==> src/rtl/tp84_vol_lpf.sv <==
// Volume-dependent output low-pass: two cascaded first-order IIR stages on a
// 48 kHz sample tick, sharing one multiplier across a four-state sequencer.
module tp84_vol_lpf #(
    parameter int DIV   = 1024,
    parameter int COEF1 = 40004,
    parameter int COEF2 = 30573,
    parameter int COEF3 = 21287
) (
    input  logic               clk_49m,
    input  logic               reset,
    input  logic signed [15:0] sound_in,
    input  logic        [1:0]  vol_sel,
    output logic               sample_tick,
    output logic signed [15:0] sound_out,
    output logic               out_valid,
    output logic        [1:0]  o_dbg_state
);
    localparam int            CW       = (DIV > 1) ? $clog2(DIV) : 1;
    localparam logic [CW-1:0] DIV_LAST = CW'(DIV - 1);

    localparam logic [1:0] IDLE = 2'd0;
    localparam logic [1:0] ST1  = 2'd1;
    localparam logic [1:0] ST2  = 2'd2;
    localparam logic [1:0] DONE = 2'd3;

    logic        [CW-1:0] r_div;
    logic        [1:0]    r_state;
    logic signed [15:0]   r_x;
    logic        [16:0]   r_k;
    logic signed [23:0]   r_y1;
    logic signed [23:0]   r_y2;
    logic signed [15:0]   r_sound_out;

    logic        [16:0]   w_k_sel;
    logic signed [24:0]   w_x_ext;
    logic signed [24:0]   w_y1_ext;
    logic signed [24:0]   w_y2_ext;
    logic signed [24:0]   w_d;
    logic signed [23:0]   w_base;
    logic signed [42:0]   w_prod;
    logic signed [24:0]   w_inc;
    logic signed [24:0]   w_sum;
    logic signed [23:0]   w_y_next;
    logic signed [23:0]   w_y2_int;
    logic signed [15:0]   w_sat;

    // Bypass is a unit-gain stage (k = 1.0 in Q16), so y tracks x exactly.
    always_comb begin
        w_k_sel = 17'd65536;
        case (vol_sel)
            2'd1:    w_k_sel = 17'(COEF1);
            2'd2:    w_k_sel = 17'(COEF2);
            2'd3:    w_k_sel = 17'(COEF3);
            default: w_k_sel = 17'd65536;
        endcase
    end

    assign w_x_ext  = {r_x[15], r_x, 8'h00};
    assign w_y1_ext = {r_y1[23], r_y1};
    assign w_y2_ext = {r_y2[23], r_y2};

    // The single multiplier: ST1 filters x into y1, ST2 filters the fresh y1 into y2.
    always_comb begin
        w_d    = w_x_ext - w_y1_ext;
        w_base = r_y1;
        if (r_state == ST2) begin
            w_d    = w_y1_ext - w_y2_ext;
            w_base = r_y2;
        end
    end

    assign w_prod   = 43'(w_d) * 43'($signed({1'b0, r_k}));
    assign w_inc    = 25'(w_prod >>> 16);
    assign w_sum    = {w_base[23], w_base} + w_inc;
    assign w_y_next = 24'(w_sum);
    assign w_y2_int = r_y2 >>> 8;

    always_comb begin
        w_sat = 16'(w_y2_int);
        if (w_y2_int > 24'sd32767)
            w_sat = 16'sh7fff;
        else if (w_y2_int < -24'sd32768)
            w_sat = 16'sh8000;
    end

    // out_valid is a one-cycle strobe with no back-pressure; sound_out carries
    // the new sample in that same cycle and holds it until the next strobe.
    assign sample_tick = (r_div == DIV_LAST);
    assign out_valid   = (r_state == DONE);
    assign sound_out   = (r_state == DONE) ? w_sat : r_sound_out;
    assign o_dbg_state = r_state;

    always_ff @(posedge clk_49m) begin
        if (reset) begin
            r_div       <= '0;
            r_state     <= IDLE;
            r_x         <= '0;
            r_k         <= '0;
            r_y1        <= '0;
            r_y2        <= '0;
            r_sound_out <= '0;
        end else begin
            r_div <= sample_tick ? '0 : r_div + CW'(1);
            case (r_state)
                IDLE: begin
                    if (sample_tick) begin
                        r_x     <= sound_in;
                        r_k     <= w_k_sel;
                        r_state <= ST1;
                    end
                end
                ST1: begin
                    r_y1    <= w_y_next;
                    r_state <= ST2;
                end
                ST2: begin
                    r_y2    <= w_y_next;
                    r_state <= DONE;
                end
                default: begin
                    r_sound_out <= w_sat;
                    r_state     <= IDLE;
                end
            endcase
        end
    end
endmodule

==> config.mk <==
export PLATFORM = sky130hd
export DESIGN_NAME = tp84_vol_lpf
export DESIGN_NICKNAME = d
export VERILOG_FILES = /design/src/rtl/tp84_vol_lpf.sv
export SDC_FILE = /design/constraint.sdc
export NUM_CORES = 1
export LEC_CHECK = 0
export BUFFER_PORTS_ARGS = -buffer_cell sky130_fd_sc_hd__buf_2
export CORE_MARGIN = 4
export CORE_UTILIZATION = 45
export DETAILED_ROUTE_END_ITERATION = 8
export SYNTH_ARGS = -nofsm -noshare
export SYNTH_HDL_FRONTEND = slang
export SYNTH_SLANG_ARGS = --single-unit
==> constraint.sdc <==
create_clock -name clk_49m -period 11.7 [get_ports clk_49m]
set_input_delay 1.17 -clock clk_49m [delete_from_list [all_inputs] [get_ports clk_49m]]
set_output_delay 1.17 -clock clk_49m [all_outputs]
set_load 0.005 [all_outputs]
-- Yosys cells after proc, flatten, opt, wreduce, memory -nomap -nowiden
Cells that the tools add are included.
- flip-flop bits (word level): 109
- input port bits: 20
- output and inout bits: 20
- logic and storage cells: 34
- add/sub/neg operators: 4
- $mul: 1
- magnitude comparators: 2
- equality and inequality tests: 8
- mux-type cells: 8
- reduce and logical (&&, ||, !) cells: 4
- operators with widths (cell ; number):
    one-hot mux 17 bit (3 select lines) ; 1
    subtractor 24 x 24 -> 25 bit ; 2
    two-way mux 16 bit ; 3
    multiplier 25 x 18 -> 40 bit ; 1
    two-way mux 25 bit ; 1
    adder 24 bit ; 1
    two-way mux 24 bit ; 1
    > comparator 16 bit, second input constant ; 1
    less-than comparator 16 bit, second input constant ; 1
    adder 10 x 1 -> 10 bit, second input constant ; 1
    == test 10 bit, second input constant ; 1
    == test 2 bit, second input constant ; 4
    one-hot mux 2 bit (3 select lines) ; 1
    == test 2 x 1 -> 1 bit, second input constant ; 2
    OR reduction 3 bit ; 1
    logical NOT 2 bit ; 1
    two-way mux 2 bit ; 1
    inequality test 2 bit, second input constant ; 1
    AND reduction 2 bit ; 1
    OR reduction 2 bit ; 1

-- Depth between registers and ports, before layout
Gate-level depths: netlist of run 1.
- depth in word-level cells: 4
- mapped depth: 47
- gate-level depth less buffers: 46

-- Least setup slack after synthesis of run 1
OpenSTA, ideal clock, no wires.
- kind: reg2reg
- start point: register r_y1[0]
- end point: register r_y1[23]
- library setup time: 86 ps
- data arrival time: 9934 ps
- data required time: 11614 ps
- path slack: 1680 ps
- stages on the path, launching flop included: 43
- path buffers: 0
- path through: dfxtp_1 > inv_1 > ha_1 > fa_1 > nand2b_1 > a21oi_1 > o22ai_1 > o21bai_1 > a21o_1 > a21oi_1 > xnor2_1 > a21oi_1 > nand2b_1 > inv_1 > fa_1 > fa_1 > fa_1 > fa_1 > (+7 left out) > o32ai_1 > o31ai_1 > o31ai_1 > a41oi_1 > nor2b_1 > o21a_1 > nor2_1 > xnor2_1 > ha_1 > a21o_1 > a21oi_1 > o21ai_0 > a2111oi_0 > a21bo_2 > o21ai_0 > xnor3_1 > xnor3_1 > a211oi_1
- longest elaborated chain between the ends: 4
- elaborated cells on any way between the ends: 6
- RTL lines (element ; line ; RTL):
    start: declaration ; 30 ; logic signed [23:0] r_y1;
    start signal: assignment ; 113 ; r_y1 <= w_y_next;
    subtractor 24 x 24 -> 25 bit (on tied branches) ; 64, 67 ;
    two-way mux 25 bit ; 66 ; if (r_state == ST2) begin
    multiplier 25 x 18 -> 40 bit ; 72 ; assign w_prod = 43'(w_d) * 43'($signed({1'b0, r_k}));
    adder 24 bit (*) ; 74 ; assign w_sum = {w_base[23], w_base} + w_inc;
Mark *: on every way between the ends. The rest lies on a longest branch, timed or not.
A chain may end at the register's enable or synchronous reset.

-- Worst setup path in the final report of run 1
Ends and elaborated chain as after synthesis.

==> run metrics, run 1 <==
Cells after Synth=2269; highest attainable clock frequency=89.88 MHz; Required @ worst endpoint=11.98 ns; post-route fraction of the period consumed by the critical path=between 90 and 100%; DRC violation total after the first TritonRoute iteration=843; dominant register cell in the synthesized netlist=sky130_fd_sc_hd__dfxtp_1; CP bufs+invs=4; number of warnings issued by yosys=0; initial antenna violation count=0; utilization of the core after routing=48.86%; aggregate global-route resource usage=22.62%; library cell used as clock root buffer=sky130_fd_sc_hd__clkbuf_16; status=completed; largest family of logic cells by synthesized area=adder cells; placer congestion estimate=0.9262; most frequent standard cell in the layout excluding fill and tap cells=sky130_fd_sc_hd__inv_1; filler cell count=4284; DRT antenna net count=0; Post-Syn Area per Cell=8.775 um2; total congestion overflow=0; share of flip-flops with an asynchronous set or reset=0%; leakage power summed over all cells=10.90 nW; share of final-layout standard cells stronger than drive strength 1=6.059%; WL/cell=approximately 18 um; Synthesized Nets=roughly 2900; area growth from synthesis to final layout=6.397%; DRC violations left=0; final critical-path required period=approximately 11 ns; CP Capture Type=flop; DP Worst Slack=between 0.15 and 0.2 ns; netlist area before placement=0.01991 mm2; category of the critical setup timing path=flop to flop; wire length after detailed routing=51270 um; Antenna Diode Count=0; total area of multi-input combinational cells=0.01564 mm2; cts hold-fix bufs=0; post-DR vias/cell=a little over 5; Max transition margin=29.97%; area of the die=0.04768 mm2; worst-skew pair later-pin latency=0.37 ns; worst-case vdd ir drop=around 0.062 mV; Synth Area in Adders=48.31%; Max Root-Sink Buffers=2; post-synthesis compound-gate area fraction=just over 9%; Initial Util=around 46%; class of the tightest hold or removal check=flop to flop; CTS tree=yes; gate family responsible for the most delay along the worst path=adder cells; Least-Margin Pin Slew=around 1.1 ns; number of placement rows=76; EDFF count, synth=0; Floorplan Core Area=approximately 0.043 mm2; highest-count cells in the layout ignoring fill and taps=sky130_fd_sc_hd__inv_1 (561), sky130_fd_sc_hd__fa_1 (343), sky130_fd_sc_hd__ha_1 (219); DR vias=14750; vias in the first global route=15890; number of register bits inferred by synthesis=99; maximum number of pins on one net before global-route repair=96; Max-cap violations=0; Slew Viols, Final=0; Final WS setup=0.5743 ns; type of element launching the critical path=flop; first-pass GRT wire length=85440 um; die span in x=218.4 um; sequential cell area fraction in the yosys report=9.954%; cell at the slowest stage of the critical path=sky130_fd_sc_hd__fa_1; I/O Pins=40; xor and xnor fraction of the mapped netlist area=4.405%; port bufs=39; Detailed Place HPWL=44020 um; H-tree depth=3; standard cell area after detailed placement=between 0.02 and 0.025 mm2; number of clock buffers inserted by TritonCTS=9; cell area power density=around 31 mW/mm2; simple-gate share of the synthesized area=12.37%; Pwr Total=0.6534 mW; Die Height=218.4 um; storage element area=0.001982 mm2; multiplexer share of the synthesized area=4.009%; count of final setup violators=0; largest fanout on the critical path=6; Arr. time, crit path=11.40 ns; Most common cell on crit path=sky130_fd_sc_hd__fa_1; 1st-pass router iterations=5; synth unique cells=76; Clock Skews=0.01845 ns; Final Net Count=2873; final hold vios=0; slowest cell delay on critical path=roughly 0.55 ns; clock slew at the register clock pins of the worst setup and hold paths=~0.08 ns; finished layout cell area=0.02119 mm2; clk sink count=99
## logic make-up after synthesis
family | Yosys count
multiplexers | 77
flip-flops | 99
XOR/XNOR | 97
AO/OA/AOI/OAI | 288
AND/OR/NAND/NOR | 524
adder cells (fa/ha/maj) | 563
buffers and inverters | 621
## timing repair
action,4_1_cts,5_1_grt
setup endpoints to repair,0,16
buffers inserted,0,4
resized for setup,0,15
## state kept, by name, summed over array words and instances, names as in the netlist
signal / count
r_y1: 24
r_y2: 24
r_x: 16
o_dbg_state: 2
r_sound_out: 16
r_div: 10
r_k: 7
## synth_stat cells (all sizes together), types with 3 or more instances
library cell	n	area [um2]
nand2	158	595.6
fa	343	6867
o21bai	18	138.9
and2	83	520.5
mux2	22	247.7
clkbuf	45	172.7
xor2	38	332.8
o21a	7	52.55
ha	220	2753
a41oi	3	33.79
nor4	4	52.55
a21o	19	143.9
and3	6	37.54
xnor2	57	499.2
a211oi	10	75.07
nand4	7	43.79
inv	561	2106
mux2i	55	550.5
nand2b	29	181.4
o31ai	7	52.55
buf	13	83.82
o21ai	61	305.3
nor3	16	80.08
dfxtp	99	1982
a2111oi	3	26.28
a21boi	4	30.03
nand3	28	145.1
nor2b	7	43.79
o2111ai	3	26.28
or3	6	38.79
a31oi	20	146.4
o22ai	6	37.54
or2	5	31.28
nor2	167	626.9
a21oi	107	535.5
## worst paths after layout
kind | cells after the start | slack, ns | to | startpoint
worst max-delay path | 42 | 0.57 | r_y1[23]$_SDFFE_PP0N_ | r_y1[0]$_SDFFE_PP0N_
worst min-delay path | 2 | 0.47 | r_x[13]$_SDFFE_PP0P_ | r_x[13]$_SDFFE_PP0P_
worst max register to register | 42 | 0.57 | r_y1[23]$_SDFFE_PP0N_ | r_y1[0]$_SDFFE_PP0N_
worst min register to register | 2 | 0.47 | r_x[13]$_SDFFE_PP0P_ | r_x[13]$_SDFFE_PP0P_
## per-stage QoR
step	setup TNS (ns)	instances	hold slack [ns]
6_report	0	2879	0.4678
5_1_grt	-0.007855	2879	0.4932
4_1_cts	0	2875	0.4698
3_5_place_dp	0	2860	0.4566
3_3_place_gp	0	2860	0.4427
2_1_floorplan	0	2269	0.4299
## report_power, final
part	internal [mW]	switching, mW
combinational	0.00396	0.00814
clock	0.166	0.137
sequential	0.338	0.000777
## worst register-to-register path, delay by kind of cell (launching register included)
kind / cells / cell delay, ns
buffers and inverters: 4 / 0.45
and+or+nand+nor: 4 / 0.63
DFF: 1 / 0.43
xor gates and xnor gates: 4 / 1.10
adders and majority gates: 10 / 4.35
AOI/OAI and AO/OA: 20 / 4.05
## area by class of cell
type	instances	area share, %
multi-input cells	1549	73.83
well taps	585	3.455
repair buffers	68	2.020
inverters	563	9.975
clock buffers	10	1.081
clock inverters	5	0.2835
flip-flops and latches	99	9.355
## metal layers
layer | up-vias | wire length (um) | GRT usage, %
met2 | 305 | 25300 | 39.11
met5 | - | 0 | 0
li1 | 7057 | - | -
met4 | 0 | 1297 | 5.709
met1 | 7317 | 22580 | 30.26
met3 | 74 | 2086 | 2.795
No activity file was read; power rests on OpenSTA's default activity.
==> inputs of run 2 (changes only) <==
--- a/config.mk
+++ b/config.mk
@@ -6,7 +6,6 @@
 export NUM_CORES = 1
 export LEC_CHECK = 0
 export BUFFER_PORTS_ARGS = -buffer_cell sky130_fd_sc_hd__buf_2
-export CORE_MARGIN = 4
 export CORE_UTILIZATION = 45
 export DETAILED_ROUTE_END_ITERATION = 8
 export SYNTH_ARGS = -nofsm -noshare
==> run 2 against run 1 <==
  * Total power is 0.50% lower
  * Combinational power barely moved
  * Sequential power barely moved
  * Critical endpoint unchanged
==> run metrics, run 2 (same netlist as run 1, synthesis figures left out) <==
status=completed; final hold vios=0 (unchanged); total instance count after detailed placement=2862 (+0.070%); worst-skew pair later-pin latency=0.37 ns (about the same); leakage power summed over all cells=10.91 nW (about the same); final critical-path required period=10.94 ns (-0.1837 ns); number of placement rows=76 (unchanged); die span in x=212.4 um (-2.7%); worst-case vdd ir drop=0.05746 mV (-6.7%); class of the tightest hold or removal check=flop to flop; post-DR vias/cell=5.098 (-0.51%); category of the critical setup timing path=flop to flop; share of final-layout standard cells stronger than drive strength 1=6.179% (+0.12 points); Required @ worst endpoint=11.97 ns (about the same); Slew Viols, Final=0 (unchanged); maximum number of pins on one net before global-route repair=96 (unchanged); Die Height=212.4 um (-2.7%); vias in the first global route=15460 (-2.7%); launching point of the worst reg2reg path=r_y1[0]$_SDFFE_PP0N_; registers with the highest flip-flop counts=r_y1 (24), r_y2 (24); final setup TNS=0 ns (unchanged); unrepaired setup endpoints after global routing=false; Antenna Diode Count=0 (unchanged); library cell used as clock root buffer=sky130_fd_sc_hd__clkbuf_16; CP Capture Type=flop; H-tree depth=3 (unchanged); Worst Hold Slack=0.4633 ns (-0.004456 ns); largest fanout on the critical path=7 (+1); Arr. time, crit path=11.21 ns (-0.19 ns); DP Worst Slack=0.2987 ns (+0.1020 ns); non-filler instance count after layout=2883 (+0.14%); Least-Margin Pin Slew=1.037 ns (-0.01361 ns); cell area power density=30.64 mW/mm2 (-0.67%); Final WS setup=0.7580 ns (+0.1837 ns); Final Net Count=2876 (+0.10%); Max-cap violations=0 (unchanged); Max Root-Sink Buffers=2 (unchanged); clock slew at the register clock pins of the worst setup and hold paths=0.07 ns (about the same); post-route fraction of the period consumed by the critical path=93.52% (-1.6 points); DR vias=14700 (-0.37%); clk sink count=99 (unchanged); cts hold-fix bufs=0 (unchanged); number of clock buffers inserted by TritonCTS=9 (unchanged); gate family responsible for the most delay along the worst path=adder cells; CTS tree=yes; WL/cell=17.41 um (-2.2%); crit path from=r_y1[0]$_SDFFE_PP0N_; Initial Util=45.92% (unchanged); Most common cell on crit path=sky130_fd_sc_hd__fa_1; Max transition margin=30.88% (+0.91 points); 1st-pass router iterations=5 (unchanged); most frequent standard cell in the layout excluding fill and tap cells=sky130_fd_sc_hd__inv_1; DRT antenna net count=0 (unchanged); placer congestion estimate=0.9242 (-0.22%); area growth from synthesis to final layout=6.579%; Floorplan Core Area=0.04336 mm2 (unchanged); type of element launching the critical path=flop; aggregate global-route resource usage=23.81% (+1.2 points); total congestion overflow=0 (unchanged); Clock Skews=0.008729 ns (-0.009717 ns); hold path startpoint=r_x[13]$_SDFFE_PP0P_; CP bufs+invs=4 (unchanged); DRC violations left=0 (unchanged); port bufs=39 (unchanged); initial antenna violation count=0 (unchanged); cell at the slowest stage of the critical path=sky130_fd_sc_hd__fa_1; first-pass GRT wire length=82480 um (-3.5%); slowest cell delay on critical path=0.54 ns (about the same); highest attainable clock frequency=91.39 MHz (+1.7%); highest-count cells in the layout ignoring fill and taps=sky130_fd_sc_hd__inv_1 (561), sky130_fd_sc_hd__fa_1 (343), sky130_fd_sc_hd__ha_1 (219); I/O Pins=40 (unchanged); count of final setup violators=0 (unchanged); DRC violation total after the first TritonRoute iteration=764 (-9.4%); area of the die=0.04509 mm2 (-5.4%); Detailed Place HPWL=43160 um (-2.0%); wire length after detailed routing=50180 um (-2.1%)
[run 2: cell count changes in the layout (fill, tap and decap cells not counted), sizes merged]
cell,change
clkinv,+1
clkbuf,+2
bufinv,-1
buf,+2
a31oi,+1
inv,-1
[run 2: power breakdown]
part	internal, mW	switching [mW]
combinational	0.00397	0.00805
clock	0.158	0.142
sequential	0.338	0.000788
[run 2: tightest hold or removal path, cell delays in order, from the launching register on]
cell	delay (ns)
sky130_fd_sc_hd__dfxtp_1	0.32
sky130_fd_sc_hd__nand2_1	0.05
sky130_fd_sc_hd__a21oi_1	0.05
[run 2: metal layers]
layer	up-vias	global-route usage [%]	share of wire, %
li1	7064	-	-
met1	7215	31.64	44
met2	338	40.34	49
met3	81	3.220	4.5
met4	0	7.070	2.8
met5	-	0	0
[run 2: layout make-up]
type	instances	area [um2]
timing repair buffer	70	430.4
fill	4257	22140
clock inverter	4	33.78
tap	585	732.0
sequential	99	1982
multi-input combinational	1550	15670
clock buffer	12	256.5
inverter	563	2113
[run 2: path summary, 6_finish.rpt]
path / to / slack (ns) / cells after the start
worst max register to register: r_y1[23]$_SDFFE_PP0N_ / 0.76 / 42
worst max-delay path: r_y1[23]$_SDFFE_PP0N_ / 0.76 / 42
worst min register to register: r_x[13]$_SDFFE_PP0P_ / 0.46 / 2
worst min-delay path: r_x[13]$_SDFFE_PP0P_ / 0.46 / 2
[run 2: metrics by stage]
stage / cell area, um2 / power [mW] / utilization, %
4_1_cts: 21090 / 0.6604 / 48.64
6_report: 21220 / 0.6502 / 48.94
5_1_grt: 21220 / 0.6715 / 48.94
3_5_place_dp: 20800 / 0.3582 / 47.97
2_1_floorplan: 19910 / 0.3532 / -
3_3_place_gp: 20800 / 0.3580 / 47.97
[run 2: repair_timing]
action                     CTS  global route
setup buffers                0             4
resized for setup            0            17
setup endpoints to repair    0            16
